--- config.mk ---
export PLATFORM = sky130hd
export DESIGN_NAME = ysyx_22041207_dcache_ctrl
export DESIGN_NICKNAME = d
export VERILOG_FILES = /design/src/rtl/ysyx_22041207_dcache_ctrl.sv
export SDC_FILE = /design/constraint.sdc
export NUM_CORES = 1
export LEC_CHECK = 0
export CORE_AREA = 2 2 289 291
export CTS_CLUSTER_SIZE = 25
export DETAILED_ROUTE_END_ITERATION = 10
export DIE_AREA = 0 0 291 293
export SYNTH_ARGS = -nofsm -noshare
export SYNTH_HDL_FRONTEND = slang
export SYNTH_SLANG_ARGS = --single-unit
--- constraint.sdc ---
create_clock -name clk -period 2.59 [get_ports clk]
set_clock_uncertainty 0.15 [all_clocks]
set_input_delay 0.518 -clock clk [delete_from_list [all_inputs] [get_ports clk]]
set_output_delay 0.518 -clock clk [all_outputs]
set_load 0.01 [all_outputs]
--- src/rtl/ysyx_22041207_dcache_ctrl.sv ---
// Load/store controller between the LSU and the 2-way data cache: load hits served from cache,
// cacheable load misses refilled, stores written through; MMIO bypasses the cache.
module ysyx_22041207_dcache_ctrl #(
  parameter logic [63:0] CACHE_BASE  = 64'h8000_0000,
  parameter logic [63:0] CACHE_LIMIT = 64'h8800_0000
) (
  input  logic        clk,
  input  logic        rst,
  input  logic        req_valid,
  output logic        req_ready,
  input  logic        req_wen,
  input  logic [63:0] req_addr,
  input  logic [63:0] req_wdata,
  input  logic [7:0]  req_wmask,
  output logic        resp_valid,
  output logic [63:0] resp_rdata,
  output logic [63:0] cache_raddr,
  input  logic        cache_hit,
  input  logic [63:0] cache_rdata,
  output logic        cache_upd,
  output logic [63:0] cache_upd_addr,
  output logic [63:0] cache_upd_data,
  output logic        cache_wupd,
  output logic [63:0] cache_wdata,
  output logic [7:0]  cache_wmask,
  output logic        mem_req_valid,
  input  logic        mem_req_ready,
  output logic        mem_we,
  output logic [63:0] mem_addr,
  output logic [63:0] mem_wdata,
  output logic [7:0]  mem_wmask,
  input  logic        mem_resp_valid,
  input  logic [63:0] mem_rdata
);

  typedef enum logic [2:0] {StIdle, StLookup, StMemReq, StMemWait, StResp} state_e;

  state_e      state_q, state_d;
  logic        wen_q;
  logic [63:0] addr_q, wdata_q;
  logic [7:0]  wmask_q;
  logic        hit_q, hit_d;
  logic [63:0] rdata_q, rdata_d;
  logic        latch;
  logic        cacheable;

  assign cacheable = (addr_q >= CACHE_BASE) && (addr_q < CACHE_LIMIT);

  always_ff @(posedge clk or negedge rst) begin
    if (!rst) begin
      state_q <= StIdle;
      wen_q   <= 1'b0;
      addr_q  <= '0;
      wdata_q <= '0;
      wmask_q <= '0;
      hit_q   <= 1'b0;
      rdata_q <= '0;
    end else begin
      state_q <= state_d;
      hit_q   <= hit_d;
      rdata_q <= rdata_d;
      if (latch) begin
        wen_q   <= req_wen;
        addr_q  <= req_addr;
        wdata_q <= req_wdata;
        wmask_q <= req_wmask;
      end
    end
  end

  always_comb begin
    state_d = state_q;
    hit_d   = hit_q;
    rdata_d = rdata_q;
    latch   = 1'b0;
    case (state_q)
      StIdle: begin
        if (req_valid) begin
          latch   = 1'b1;
          state_d = StLookup;
        end
      end
      StLookup: begin
        // hit_q also set on the load-hit path, so a refill in RESP implies a miss
        hit_d = cacheable & cache_hit;
        if (!wen_q && cacheable && cache_hit) begin
          rdata_d = cache_rdata;
          state_d = StResp;
        end else begin
          state_d = StMemReq;
        end
      end
      StMemReq: begin
        if (mem_req_ready) state_d = StMemWait;
      end
      StMemWait: begin
        if (mem_resp_valid) begin
          if (!wen_q) rdata_d = mem_rdata;
          state_d = StResp;
        end
      end
      StResp:  state_d = StIdle;
      default: state_d = StIdle;
    endcase
  end

  assign req_ready      = (state_q == StIdle);
  assign resp_valid     = (state_q == StResp);
  assign resp_rdata     = rdata_q;
  assign cache_raddr    = addr_q;
  assign cache_upd      = resp_valid && !wen_q && cacheable && !hit_q;
  assign cache_upd_addr = {addr_q[63:3], 3'b000};
  assign cache_upd_data = rdata_q;
  assign cache_wupd     = resp_valid && wen_q && hit_q;
  assign cache_wdata    = wdata_q;
  assign cache_wmask    = wmask_q;
  assign mem_req_valid  = (state_q == StMemReq);
  assign mem_we         = wen_q;
  assign mem_addr       = {addr_q[63:3], 3'b000};
  assign mem_wdata      = wdata_q;
  assign mem_wmask      = wmask_q;

endmodule
; Yosys cells after proc, flatten, opt, wreduce, memory -nomap -nowiden
; Index checks and enable logic that the tools add are counted.
[totals]
reg_bits = 205
output_inout_bits = 470
wordCells = 44
[classes]
magnitude_cmp = 2
n_eq_ne = 9
mux = 11
bitwise_logic = 1
n_reduce_logical = 14
[op_table]
columns = op, count
row1 = 2-to-1 mux 64 bit, 3
row2 = case mux 64 bit (2 select lines), 1
row3 = "greater-or-equal comparator 64 x 32 -> 1 bit, second input constant", 1
row4 = "less-than comparator 64 x 32 -> 1 bit, second input constant", 1
row5 = 2-to-1 mux 3 bit, 4
row6 = case mux 3 bit (4 select lines), 1
row7 = logical AND 1 bit, 8
row8 = "!= test 2 bit, second input constant", 4
row9 = "equality test 3 x 2 -> 1 bit, second input constant", 2
row10 = AND reduction 4 bit, 1
row11 = "equality test 3 x 1 -> 1 bit, second input constant", 1
row12 = "equality test 3 bit, second input constant", 1
row13 = logical NOT 3 bit, 1
row14 = AND reduction 3 bit, 1
row15 = logical NOT 1 bit, 2
row16 = 2-to-1 mux 1 bit, 2
row17 = "!= test 2 x 1 -> 1 bit, second input constant", 1
row18 = nonzero test 2 bit, 1
row19 = bitwise AND 1 bit, 1

; Logic depth before layout (Yosys ltp)
[depth]
depth_word = 6
ltp_mapped = 7
mapped_depth_nobuf = 5

; Worst setup path after synthesis
; No wires, ideal clock.
[synth_path]
path_type = register -> register
startpoint = register state_q[1]
endpoint = register rdata_q[0] (netlist: cache_upd_data[0])
setup_time_ns = 0.125
arrival_time_ns = 2.081
setup_slack_ns = 0.234
stages_incl_launch_ff = 8
period_less_slack_ns = 2.356
path_cell_list = dfrtp_1 > buf_2 > or3b_1 > or3b_1 > nor4_4 > nor2_2 > buf_6 > mux2_4
[synth_between]
elab_chain_len = 3
[synth_lines]
columns = item, line
row1 = from (decl), 38  ; state_e state_q, state_d;
row2 = from (signal assigned), 51  ; state_q <= StIdle;
row3 = from (signal assigned), 59  ; state_q <= state_d;
row4 = equality test 3 x 1 -> 1 bit or equality test 3 x 2 -> 1 bit (tied branches), 76  ; case (state_q)
row5 = != test 2 bit (no source line) or nonzero test 2 bit (tied branches), --
row6 = AND reduction 4 bit (no source line), --
row7 = to (signal assigned), 61  ; rdata_q <= rdata_d;
row8 = to (decl), 43  ; logic [63:0] rdata_q, rdata_d;
; Parallel ways exist; a longest one is shown, timed or not.
; A chain may end at the register's enable or synchronous reset.

; Final worst setup path
[layout_path]
startpoint = register addr_q[28] (netlist: cache_raddr[28])
endpoint = output cache_upd
[layout_between]
elab_chain_len = 4
[layout_lines]
columns = item, line
row1 = from (decl), 40  ; logic [63:0] addr_q, wdata_q;
row2 = from (signal assigned), 64  ; addr_q <= req_addr;
row3 = greater-or-equal comparator 64 x 32 -> 1 bit or less-than comparator 64 x 32 -> 1 bit (tied branches), 47  ; assign cacheable = (addr_q >= CACHE_BASE) && (addr_q < CACHE_LIMIT);
row4 = logical AND 1 bit (*), 47
row5 = logical AND 1 bit (*) (2 in series), 111  ; assign cache_upd = resp_valid && !wen_q && cacheable && !hit_q;
row6 = to (decl), 20  ; output logic cache_upd,
; Every way passes the cells marked *; elsewhere a longest branch is shown, timed or not.

==> flow_metrics.env <==
export IMPL_status="complete, but fails checks"
export IMPL_violations="setup timing"
export IMPL_reg2reg_setup_slack_ns=-0.19
export IMPL_cp_arrival_ns=2.16
export IMPL_report_final_slew_viol_count=0
export IMPL_coreArea_mm2=0.0818
export IMPL_cp_start_kind="flop"
export IMPL_row_count=105
export IMPL_cts_inserted_buffers=25
export IMPL_fin_hold_ws_ns=0.360
export IMPL_dp_slack_ns=-0.122
export IMPL_via_per_inst=3.30
export IMPL_cts_tree="yes"
export IMPL_min_path_type="flop to flop"
export IMPL_r2r_end="cache_upd_data[28]"
export IMPL_drtIter0Drc=120
export IMPL_timing_hold_violations_final=0
export IMPL_setup_slack_ns=-0.233
export IMPL_endpoint_kind="primary output"
export IMPL_r2r_start="cache_raddr[28]"
export IMPL_worstPathRequired_ns=1.92
export IMPL_fin_crit_sh_pct=109
export IMPL_overflow=0
export IMPL_synth_edff_count=0
export IMPL_synthArstFlopShare_pct=100
export IMPL_synth_avg_cell_area_um2=13.3
export IMPL_crit_fanout=2
export IMPL_io_pins=741
export IMPL_rsz0062_at_grt="true"
export IMPL_yosys_warnings=0
export IMPL_ant_nets=0
export IMPL_whs_path_depth=2
export IMPL_ys_types=29
export IMPL_synth_area_mm2=0.0107
export IMPL_first_global_vias=8786
export IMPL_wl_mm=43.6
export IMPL_globalplace_congestion=0.788
export IMPL_max_slew_margin_rel_pct=58.6
export IMPL_numClockSinks=205
export IMPL_clk_latency_ns=0.55
export IMPL_synth_seq_area_share_pct=47.7
export IMPL_dr_pass1_iters=4
export IMPL_grt_pass1_wl_mm=61.0
export IMPL_dieArea_mm2=0.0853
export IMPL_wl_per_cell_um=17.8
export IMPL_cts_root_buffer="clkbuf_16"
export IMPL_cap_violations=0
export IMPL_die_w_um=291
export IMPL_setup_viol=65
export IMPL_die_h_um=293
export IMPL_fin_crit_ns=2.82
export IMPL_io_buffers=734
export IMPL_clockBufferDepth=3
export IMPL_grt_usage_pct=9.70
export IMPL_leakage_nw=7.76
export IMPL_grt_max_degree=65
export IMPL_syn_inst=806
export IMPL_htreeDepth=1
export IMPL_ir_worst_vdd_mv=0.565
export IMPL_start_util_pct=13.1
export IMPL_antenna_found_initial=15
export IMPL_crit_end="cache_upd"
export IMPL_r2r_cells=12
export IMPL_powerDensity_mw_per_mm2=1300
export IMPL_max_freq_ghz=0.354
export IMPL_vias=8053
export IMPL_cp_startpoint="cache_raddr[28]"
export IMPL_ys_seq_elements=205
export IMPL_synth_ff_type="dfrtp_1"
export IMPL_dp_hpwl_mm=35.7
export IMPL_drive_above_1_share_pct=29.3
export IMPL_drc=0
export IMPL_worst_pin_slew_ns=0.622
export IMPL_critPathKind="flop to primary output"
export IMPL_nNetsFinal=1621
export IMPL_path_clk_slew_ns=0.06
export IMPL_area_delta_synth_final_pct=78.9
-- layer usage --
layer	part of all wire, %	global-route usage [%]
met1	36	10.4
met2	49	17.0
met3	10	3.69
met4	4.5	4.23
met5	0.14	0
-- cells by family after synthesis --
kind of cell    synth area share [%]
compound gates                 0.303
simple gates                    1.99
flops                           47.7
other cells                   0.0349
mux                             30.0
buf+inv                         20.0
-- cell usage in the layout, fill, tap and decap left out, drive strengths merged, types with 2 or more instances in the layout --
cell type / synthesis / routed
nand4: 2 / 2
conb: 1 / 6
nor4: 9 / 9
nor3b: 3 / 3
clkdlybuf4s50: 0 / 728
dlygate4sd2: 0 / 2
nor2b: 2 / 2
clkbuf: 17 / 32
and3: 2 / 2
dfrtp: 205 / 205
clkinv: 0 / 4
nor3: 2 / 2
o21ai: 2 / 2
mux2: 265 / 265
buf: 277 / 70
nand3: 2 / 2
nor2: 6 / 7
clkdlybuf4s15: 0 / 2
or3b: 2 / 2
bufinv: 0 / 8
diode: 0 / 6
nand2: 3 / 3
inv: 1 / 2
-- where the power goes --
part / internal [W] / switching, W / leakage (nW) / total (W)
clock: 0.00266 / 0.00141 / 0.472 / 0.00408
sequential: 0.00485 / 0.00195 / 2.44 / 0.00680
combinational: 0.00908 / 0.00508 / 4.85 / 0.0142
total: 0.0166 / 0.00844 / 7.76 / 0.0250
-- worst min-delay path by stage --
stage	startpoint	endpoint	slack, ns
6_report	hit_q	hit_q	0.36
2_1_floorplan	rst	cache_raddr[0]	0.07
5_1_grt	req_wdata[29]	cache_wdata[29]	0.38
4_1_cts	hit_q	hit_q	0.37
3_5_place_dp	cache_raddr[1]	cache_raddr[1]	0.35
3_3_place_gp	hit_q	hit_q	0.34
-- worst max-delay path, cell delays in order, from the launching register on --
cell and delay, ns:
dfrtp_1 0.39, nor4_2 0.27, buf_4 0.17, nand4_1 0.16, buf_6 0.18, nor3_4 0.12, and3_4 0.20, buf_6 0.12
-- state kept, by name, summed over array words and instances (netlist names) --
| name | count |
|---|---|
| cache_wdata | 64 |
| mem_we | 1 |
| hit_q | 1 |
| cache_wmask | 8 |
| state_q | 3 |
| cache_upd_data | 64 |
| cache_raddr | 64 |
-- per-stage QoR --
step                      util (%)  total power (W)  std cells  area, um^2  setup TNS, ns
after global placement        21.8           0.0208       2377       17900          -5.85
after global routing          23.5           0.0263       2440       19200         -18.63
after floorplan                  -           0.0140        811       10800              0
after detailed placement      21.8           0.0209       2377       17900          -6.46
final                         23.5           0.0250       2443       19200          -9.00
after CTS                     23.5           0.0255       2439       19200         -15.51
-- cell type report --
class	count	area, um^2
inverter	1	3.75
fill	8566	62600
tap	1070	1340
clock buffer	30	684
sequential	205	5130
antenna	6	15.0
multi-input combinational	312	3600
clock inverter	14	280
timing repair buffer	805	8160
-- Yosys cell counts (2+ instances only) --
cell type | instances | area share, %
nor3b_1 | 3 | 0.21
dfrtp_1 | 205 | 48
or3b_1 | 2 | 0.16
buf_6 | 6 | 0.63
nor4_1 | 8 | 0.47
mux2_4 | 60 | 8.4
nand2_1 | 3 | 0.10
mux2_1 | 4 | 0.42
nand3_1 | 2 | 0.093
nor2_1 | 5 | 0.17
o21ai_0 | 2 | 0.093
nand4_1 | 2 | 0.12
buf_4 | 264 | 18
and3_1 | 2 | 0.12
nor3_1 | 2 | 0.093
clkbuf_1 | 17 | 0.59
nor2b_1 | 2 | 0.12
buf_1 | 6 | 0.21
mux2_2 | 201 | 21
-- repair_timing --
| action | CTS | global route |
|---|---|---|
| hold buffers | 1 | 0 |
| resized for setup | 43 | 7 |
| gates cloned | 6 | 0 |
| endpoints found under the setup margin | 67 | 66 |
| endpoints found under the hold margin | 53 | 0 |
| setup buffers | 11 | 0 |
| pin swaps | 8 | 3 |
(Power assumes the default switching activity.)
